[config.mk]
export PLATFORM = sky130hd
export DESIGN_NAME = debounce_fsm
export DESIGN_NICKNAME = d
export VERILOG_FILES = /design/src/rtl/debounce_fsm.sv
export SDC_FILE = /design/constraint.sdc
export NUM_CORES = 1
export LEC_CHECK = 0
export ABC_CLOCK_PERIOD_IN_PS = 2700
export CORE_ASPECT_RATIO = 1.25
export CORE_MARGIN = 2
export CORE_UTILIZATION = 41
export DETAILED_ROUTE_END_ITERATION = 8
export HOLD_SLACK_MARGIN = 0.05
export MAX_ROUTING_LAYER = met4
export PLACE_DENSITY = 0.57
export SYNTH_ARGS = -nofsm -noshare
export SYNTH_HDL_FRONTEND = slang
export SYNTH_SLANG_ARGS = --single-unit
[constraint.sdc]
create_clock -name clk -period 2.7 [get_ports clk]
set_input_delay 0.54 -clock clk [delete_from_list [all_inputs] [get_ports clk]]
set_output_delay 0.54 -clock clk [all_outputs]
set_load 0.1 [all_outputs]
[src/rtl/debounce_fsm.sv]
// Push-button debouncer: two-flop synchroniser feeding a four-state qualifier
// that emits a clean level plus registered one-cycle rise/fall pulses.
module debounce_fsm #(
  parameter int DB_CYCLES = 2_000_000
) (
  input  logic clk,
  input  logic rst_n,
  input  logic sw,
  output logic db_level,
  output logic db_rise,
  output logic db_fall
);

  localparam int CNT_W = (DB_CYCLES > 1) ? $clog2(DB_CYCLES) : 1;
  localparam logic [CNT_W-1:0] CNT_LOAD = CNT_W'(DB_CYCLES - 1);

  typedef enum logic [1:0] {
    ZERO  = 2'd0,
    WAIT1 = 2'd1,
    ONE   = 2'd2,
    WAIT0 = 2'd3
  } state_t;

  state_t           state_reg;
  logic [CNT_W-1:0] cnt_reg;
  logic             s1_reg;
  logic             sw_s_reg;

  always_ff @(posedge clk) begin
    if (!rst_n) begin
      s1_reg    <= 1'b0;
      sw_s_reg  <= 1'b0;
      state_reg <= ZERO;
      cnt_reg   <= '0;
      db_level  <= 1'b0;
      db_rise   <= 1'b0;
      db_fall   <= 1'b0;
    end else begin
      s1_reg   <= sw;
      sw_s_reg <= s1_reg;
      db_rise  <= 1'b0;
      db_fall  <= 1'b0;

      case (state_reg)
        ZERO: begin
          db_level <= 1'b0;
          if (sw_s_reg) begin
            state_reg <= WAIT1;
            cnt_reg   <= CNT_LOAD;
          end
        end

        WAIT1: begin
          if (!sw_s_reg) begin
            state_reg <= ZERO;
          end else if (cnt_reg == '0) begin
            state_reg <= ONE;
            db_level  <= 1'b1;
            db_rise   <= 1'b1;
          end else begin
            cnt_reg <= cnt_reg - 1'b1;
          end
        end

        ONE: begin
          db_level <= 1'b1;
          if (!sw_s_reg) begin
            state_reg <= WAIT0;
            cnt_reg   <= CNT_LOAD;
          end
        end

        WAIT0: begin
          // a high sample aborts the release; db_level was never dropped
          if (sw_s_reg) begin
            state_reg <= ONE;
          end else if (cnt_reg == '0) begin
            state_reg <= ZERO;
            db_level  <= 1'b0;
            db_fall   <= 1'b1;
          end else begin
            cnt_reg <= cnt_reg - 1'b1;
          end
        end

        default: begin
          state_reg <= ZERO;
          cnt_reg   <= '0;
          db_level  <= 1'b0;
        end
      endcase
    end
  end

endmodule

Word level (Yosys, flattened, before mapping) --
Index checks and enable logic that the tools add are counted.
Word-level totals: register bits 28, output and inout port bits 3
Cells by class: bitwise gates (word level) 2, add/sub/neg operators 1, equal/unequal tests 11, reductions and logical operators 7, muxes and demuxes 19
Operators with widths (number):
- 2-to-1 mux 21 bit | 5
- one-hot mux 21 bit (4 select lines) | 1
- zero test 21 bit | 1
- subtractor 21 x 1 -> 21 bit (second input constant) | 1
- 2-to-1 mux 2 bit | 6
- != test 2 bit (second input constant) | 6
- AND reduction 4 bit | 3
- one-hot mux 2 bit (4 select lines) | 1
- != test 3 bit (second input constant) | 2
- 2-to-1 mux 1 bit | 5
- == test 2 bit (second input constant) | 2
- one-hot mux 1 bit (4 select lines) | 1
- AND reduction 3 bit | 1
- OR reduction 3 bit | 1
- == test 2 x 1 -> 1 bit (second input constant) | 1
- zero test 2 bit | 1
- inverter 1 bit | 2

Longest topological paths before layout --
Gate-level depths: netlist of the first run.
depth in word-level cells 4, depth in mapped cells 8, mapped depth without buffers 7

Worst setup path after synthesis of the first run --
OpenSTA, ideal clock, no wires.
path kind reg-to-reg, start register with a tool-made name, end register cnt_reg[15], arrival 1984 ps, period minus slack after synthesis 2104 ps, stages on the path, launching flop included 9, path slack 596 ps, path through dfxtp_1 -> inv_1 -> ha_1 -> clkbuf_1 -> nor3_1 -> o21a_1 -> nand3_4 -> o31a_1 -> o31a_1
RTL lines:
- end signal, assigned | RTL line 61 | cnt_reg <= cnt_reg - 1'b1;
- end signal, assigned | RTL line 82 | cnt_reg <= cnt_reg - 1'b1;
- end, declared | RTL line 25 | logic [CNT_W-1:0] cnt_reg;

==> results of run 1 <==
logic make-up (layout without fill, tap and decap cells):
group / count (synthesis) / after routing / synth area share (%)
simple gates: 76 / 76 / 29.13
compound gates: 42 / 42 / 18.72
flops: 28 / 28 / 35.08
xor+xnor: 13 / 13 / 7.126
buf+inv: 13 / 20 / 3.211
fa+ha+maj: 6 / 6 / 4.698
mux: 3 / 3 / 2.036
critical path, stage by stage, from the launching register on:
cell,delay (ns)
dfxtp_1,0.37
or4_4,0.57
nor2_2,0.28
nand4b_2,0.30
a2111oi_0,0.48
o21ai_0,0.16
cell type report:
cell class                      count  area [um^2]
Multi-Input combinational cell    140        985.9
Inverter                            5        18.77
Clock buffer                        3        41.29
Fill cell                         361         2002
Sequential cell                    28        560.5
Tap cell                           40        50.05
Timing Repair Buffer               12        95.09
metal layers:
metal | GRT usage, % | routed length [um] | up-vias
met2 | 27.90 | 1675 | 26
met4 | 6.914 | 42 | 0
li1 | - | - | 689
met3 | 2.817 | 111 | 4
met1 | 21.47 | 1571 | 626
met5 | - | 0 | -
final timing paths:
path	start	endpoint	slack (ns)	depth (start not counted)
worst max-delay path	cnt_reg[2]	flip-flop	0.41	5
worst min-delay path	s1_reg	sw_s_reg	0.44	1
worst max register to register	cnt_reg[2]	flip-flop	0.41	5
worst min register to register	s1_reg	sw_s_reg	0.44	1
through the flow:
stage | total power, mW | hold WS [ns]
floorplan | 1.470 | 0.4119
global placement | 1.713 | 0.4155
detailed placement | 1.741 | 0.4300
CTS | 1.972 | 0.4446
global route | 2.115 | 0.4660
finish | 1.963 | 0.4432
cell usage in the layout (no fill, tap or decap), types with 3 or more instances in the layout:
| cell | synthesis | final |
|---|---|---|
| and2_1 | 3 | 3 |
| nand2_1 | 8 | 8 |
| or4_1 | 3 | 3 |
| nor4_2 | 3 | 3 |
| nand4_1 | 5 | 5 |
| ha_1 | 6 | 6 |
| a21boi_0 | 5 | 5 |
| xor2_1 | 4 | 4 |
| o311a_1 | 3 | 3 |
| buf_4 | 0 | 10 |
| nor3_1 | 11 | 11 |
| or3_1 | 5 | 5 |
| a21oi_1 | 8 | 8 |
| nor4_1 | 6 | 6 |
| inv_1 | 5 | 5 |
| dfxtp_1 | 28 | 28 |
| a211oi_1 | 5 | 5 |
| xnor2_1 | 9 | 9 |
| nor2_1 | 16 | 16 |
| clkbuf_8 | 0 | 3 |
| o31a_1 | 4 | 4 |
| o21ai_0 | 7 | 7 |
| nand3_1 | 4 | 4 |
power groups by stage:
| stage | combinational [mW] | clock, mW | sequential, mW |
|---|---|---|---|
| after detailed placement | 1.07 | 0 | 0.669 |
| after global routing | 1.19 | 0.250 | 0.680 |
| after global placement | 1.05 | 0 | 0.665 |
| final | 1.08 | 0.220 | 0.663 |
| after floorplan | 0.802 | 0 | 0.668 |
| after CTS | 1.08 | 0.231 | 0.660 |
==> metrics.md, run 1 <==
| Metric | Value |
|---|---|
| DR vias/cell | `just under 6` |
| Reg power frac | `33.8%` |
| Chip height | `approximately 74 um` |
| Critical path capture point type | `flip-flop` |
| Port Buf Inserts | `5` |
| Clock Power Share | `roughly 11%` |
| Distinct cells, synth | `45` |
| DP Wirelength | `2.524 mm` |
| Tot GR Track Use | `about 17%` |
| DIE AREA | `approximately 4400 um^2` |
| CTS max path bufs | `2` |
| Layout cells sized above 1 | `between 10% and 20%` |
| Slew @ Worst Pin | `0.7719 ns` |
| Startpoint Class | `flip-flop` |
| Most common cell in the netlist | `dfxtp_1` |
| Slew margin rel. | `between 40% and 50%` |
| Crit Path Category | `flip-flop to flip-flop` |
| Worst-Skew Late Latency | `0.27 ns` |
| Final non-filler cell total | `228` |
| First-pass GRT wire length | `approximately 5.7 mm` |
| Syn_nets | `between 150 and 200` |
| Setup violators final | `0` |
| Inst Count DP | `225` |
| Detailed Route WL | `3.400 mm` |
| Arr. time, crit path | `about 2.4 ns` |
| Outcome | `finished, final reports clean` |
| Largest area contributor in the netlist | `dfxtp_1` |
| Power Internal | `1.088 mW` |
| PwrDens | `roughly 1100 nW/um^2` |
| Combinational share of power | `~55%` |
| GRT overflow | `0` |
| Starting Density | `42.57%` |
| Fin util | `a little under half` |
| EDFF count, synth | `0` |
| Inserted Diodes | `0` |
| Num CTS Buffers | `3` |
| Vias | `1,345` |
| Post-CTS sizing | `0` |
| I/O Pins | `6` |
| CTS clk-pin slew, worst paths | `0.09 ns` |
| Period Utilization, post-route | `between 80% and 90%` |
| Synth top area share | `between 30% and 40%` |
| Switching pwr | `about 0.9 mW` |
| Synth warn | `0` |
| Post-CTS Setup Bufs | `0` |
| TritonRoute pass-1 iters | `4` |
| Max reg flops | `21` |
| Root Driver | `clkbuf_8` |
| Antenna violations before repair | `0` |
| 1st-iter DRT viols | `between 60 and 70` |
| Worst clock skew | `around 0.0031 ns` |
| VDD IR max | `~0.56 mV` |
| RSZ-0062 raised after global routing | `no` |
| Routability Congestion | `roughly 0.88` |
| Top post-synthesis cells by count | `dfxtp_1 (28), nor2_1 (16), nor3_1 (11)` |
| H-tree levels | `1` |
| CTS tree | `built` |
| Vias in the first global route | `1,263` |
| Syn avg cell area | `8.828 um^2` |
| Clk sink count | `28` |
| Flops & latches, synth | `28` |
| Top FF cell, synth | `dfxtp_1` |
| Die width | `approximately 60 um` |
| Leak pwr | `about 0.65 nW` |
| Max-cap violation count | `0` |
| Sw frac | `between 40 and 50%` |
| Worst min path class | `flip-flop to flip-flop` |
| Nets | `roughly 200` |
| Dpl cell area | `~1700 um^2` |
| Synthesized area | `roughly 1600 um^2` |
| Place WS | `0.4439 ns` |
| Worst-path maximum fanout | `9` |
| Max Clock Freq | `around 0.44 GHz` |
| Drt wl/cell | `around 15 um` |
| Synth area leaders | `dfxtp_1 (35%), xnor2_1 (4.9%), ha_1 (4.7%)` |
| Final hold vios | `0` |
| Core Region | `between 3000 and 4000 um^2` |
| Crit path time final | `around 2.3 ns` |
| Antenna viol nets, final | `0` |
| Required @ worst endpoint | `2.84 ns` |
| Setup ws final | `0.4060 ns` |
| Largest net degree at the start of global routing | `15` |
| Pins Over Slew Limit | `0` |
| Core Rows | `25` |
| Area growth syn-to-layout | `9.632%` |
| Post-Synthesis Cells | `approximately 180` |
| CTS Hold Bufs | `0` |
| Final instance area | `1752 um^2` |
| Post-synthesis sequential area ratio | `between 30% and 40%` |
| TNS Setup | `0 ns` |
| Post-synth ARST share | `0%` |
| DRC | `0` |
No activity file was read; power rests on OpenSTA's default activity.
==> inputs of run 2 (changes only) <==
Settings changed: ABC_CLOCK_PERIOD_IN_PS 2700 to 2100, PLACE_DENSITY 0.57 to 0.59.
Clock period 2.7 ns to 2.1 ns, I/O delays scaled along.
==> metrics.md, run 2 (synthesis results as in run 1) <==
| Metric | Value |
|---|---|
| Wire length on met2 | `~1.8 mm` |
| Slew @ Worst Pin | `~0.49 ns` |
| Slew margin rel. | `approximately two thirds` |
| Inserted Diodes | `0` |
| FF-to-FF Start | `cnt_reg[0]` |
| FILL cells | `around 350` |
| Area of the multi-input gates | `1041 um^2` |
| DRC | `0` |
| Worst-Skew Late Latency | `0.27 ns` |
| Detailed Route WL | `roughly 3.7 mm` |
| Max reg flops | `21` |
| Startpoint Class | `flip-flop` |
| Port Buf Inserts | `5` |
| Period Utilization, post-route | `101.1%` |
| Setup ws final | `-0.02394 ns` |
| First-pass GRT wire length | `6.154 mm` |
| Antenna viol nets, final | `0` |
| Leading cell types in the layout, fill and taps excluded | `buf_4 (30), dfxtp_1 (26), nor2_1 (16)` |
| Root Driver | `clkbuf_8` |
| Final instance area | `between 1500 and 2000 um^2` |
| Core Rows | `25` |
| Outcome | `finished with violations` |
| Drt wl/cell | `14.95 um` |
| CTS max path bufs | `2` |
| Max Clock Freq | `approximately 0.47 GHz` |
| VDD IR max | `about 0.66 mV` |
| Worst clock skew | `between 0.003 and 0.004 ns` |
| TritonRoute pass-1 iters | `4` |
| I/O Pins | `6` |
| H-tree levels | `1` |
| Top sig layer | `met4` |
| CTS clk-pin slew, worst paths | `about 0.090 ns` |
| DIE AREA | `around 4400 um^2` |
| GRT overflow | `0` |
| Worst min path class | `flip-flop to flip-flop` |
| DP Wirelength | `between 2 and 3 mm` |
| Max-cap violation count | `0` |
| Tot GR Track Use | `between 10% and 20%` |
| Arr. time, crit path | `roughly 2.3 ns` |
| Vias in the first global route | `between 1,000 and 1,500` |
| Total Power | `around 2.9 mW` |
| Required @ worst endpoint | `around 2.3 ns` |
| Core Region | `between 3000 and 4000 um^2` |
| Crit Path Category | `flip-flop to flip-flop` |
| Setup violators final | `2` |
| Clk sink count | `28` |
| DR vias/cell | `5.819` |
| Reg area | `about 560 um^2` |
| RSZ-0062 raised after global routing | `yes` |
| Nets | `219` |
| WL met3 | `81 um` |
| PwrDens | `1455 nW/um^2` |
| Starting Density | `42.57%` |
| Most common cell after layout, fill and taps aside | `buf_4` |
| Worst-path maximum fanout | `7` |
| CP max stage delay | `roughly 0.57 ns` |
| CTS Hold Bufs | `0` |
| Routability Congestion | `around 0.91` |
| Crit path time final | `around 2.1 ns` |
| Met1 WL | `1.707 mm` |
| 1st-iter DRT viols | `52` |
| Final hold vios | `0` |
| Vias | `1,443` |
| Leak pwr | `0.7619 nW` |
| CTS tree | `built` |
| Crit-path slowest cell | `or4_4` |
| HP Start | `s1_reg` |
| Chip height | `around 74 um` |
| Layout cells sized above 1 | `a little over a quarter` |
| Failing checks | `negative setup slack` |
| Critical path capture point type | `flip-flop` |
| Largest net degree at the start of global routing | `15` |
| Num CTS Buffers | `3` |
| Crit path cell chain | `inv_2, ha_1, or4b_4, or4_4, nand3_4, nor4_2, o31a_1` |
| Pins Over Slew Limit | `0` |
| Die width | `~60 um` |
| Antenna violations before repair | `0` |
| Setup crit start | `cnt_reg[0]` |
| Inst Count DP | `between 200 and 250` |
| Final non-filler cell total | `between 200 and 250` |
| Dpl cell area | `roughly 1900 um^2` |
| Area growth syn-to-layout | `22.63%` |
==> run 2: changes by cell type in the layout (fill, tap and decap cells not counted), sizes merged <==
| cell | before | now |
|---|---|---|
| buf | 10 | 30 |
==> run 2: final cells by class <==
cell class / count / area share, %
Clock buffer: 3 / 2.107
Tap cell: 40 / 2.554
Inverter: 5 / 0.9579
Timing Repair Buffer: 32 / 12.52
Multi-Input combinational cell: 140 / 53.13
Sequential cell: 28 / 28.74
==> run 2: repair_timing <==
item                                    CTS  global route
endpoints found under the setup margin    3            15
pin swaps                                 1             8
buffers inserted                          0             2
resized for setup                         2            14
==> run 2: per-stage QoR <==
| step | hold slack (ns) | utilization, % | TNS [ns] | setup slack, ns |
|---|---|---|---|---|
| after global placement | 0.4166 | 49.30 | 0 | 0.01775 |
| after detailed placement | 0.4277 | 49.30 | -0.04374 | -0.02436 |
| final | 0.4385 | 52.20 | -0.04088 | -0.02394 |
| after global routing | 0.4677 | 52.20 | -0.1666 | -0.07343 |
| after floorplan | 0.4119 | - | 0 | 0.01795 |
| after CTS | 0.4433 | 50.70 | 0 | 0.002955 |
==> run 2: critical path, delay by kind of cell, from the launching register on <==
kind                     cells  cell delay [ns]
AND/OR/NAND/NOR              4             1.24
flip-flops                   1             0.33
AO/OA/AOI/OAI                1             0.27
adder cells (fa/ha/maj)      1             0.13
buffers and inverters        1             0.05
==> run 2: worst paths after layout <==
kind | endpoint | slack (ns) | cells past startpoint
min | sw_s_reg | 0.44 | 1
max reg2reg | cnt_reg[19] | -0.02 | 7
min reg2reg | sw_s_reg | 0.44 | 1
max | cnt_reg[19] | -0.02 | 7
==> run 2: layer usage <==
metal / up-vias / track usage (%)
met1: 671 / 23.43
li1: 731 / -
met2: 30 / 29.71
met4: 0 / 8.642
met5: - / -
met3: 11 / 2.641
==> run 2: power breakdown <==
part	internal (mW)	switching, mW
sequential	0.683	0.173
combinational	0.807	0.899
clock	0.129	0.160
==> inputs of run 3 (changes only) <==
Settings changed: GPL_ROUTABILITY_DRIVEN from default to 0.
==> results of run 3 <==
Same layout as run 2: the final DEF is identical, and so are final timing and power.
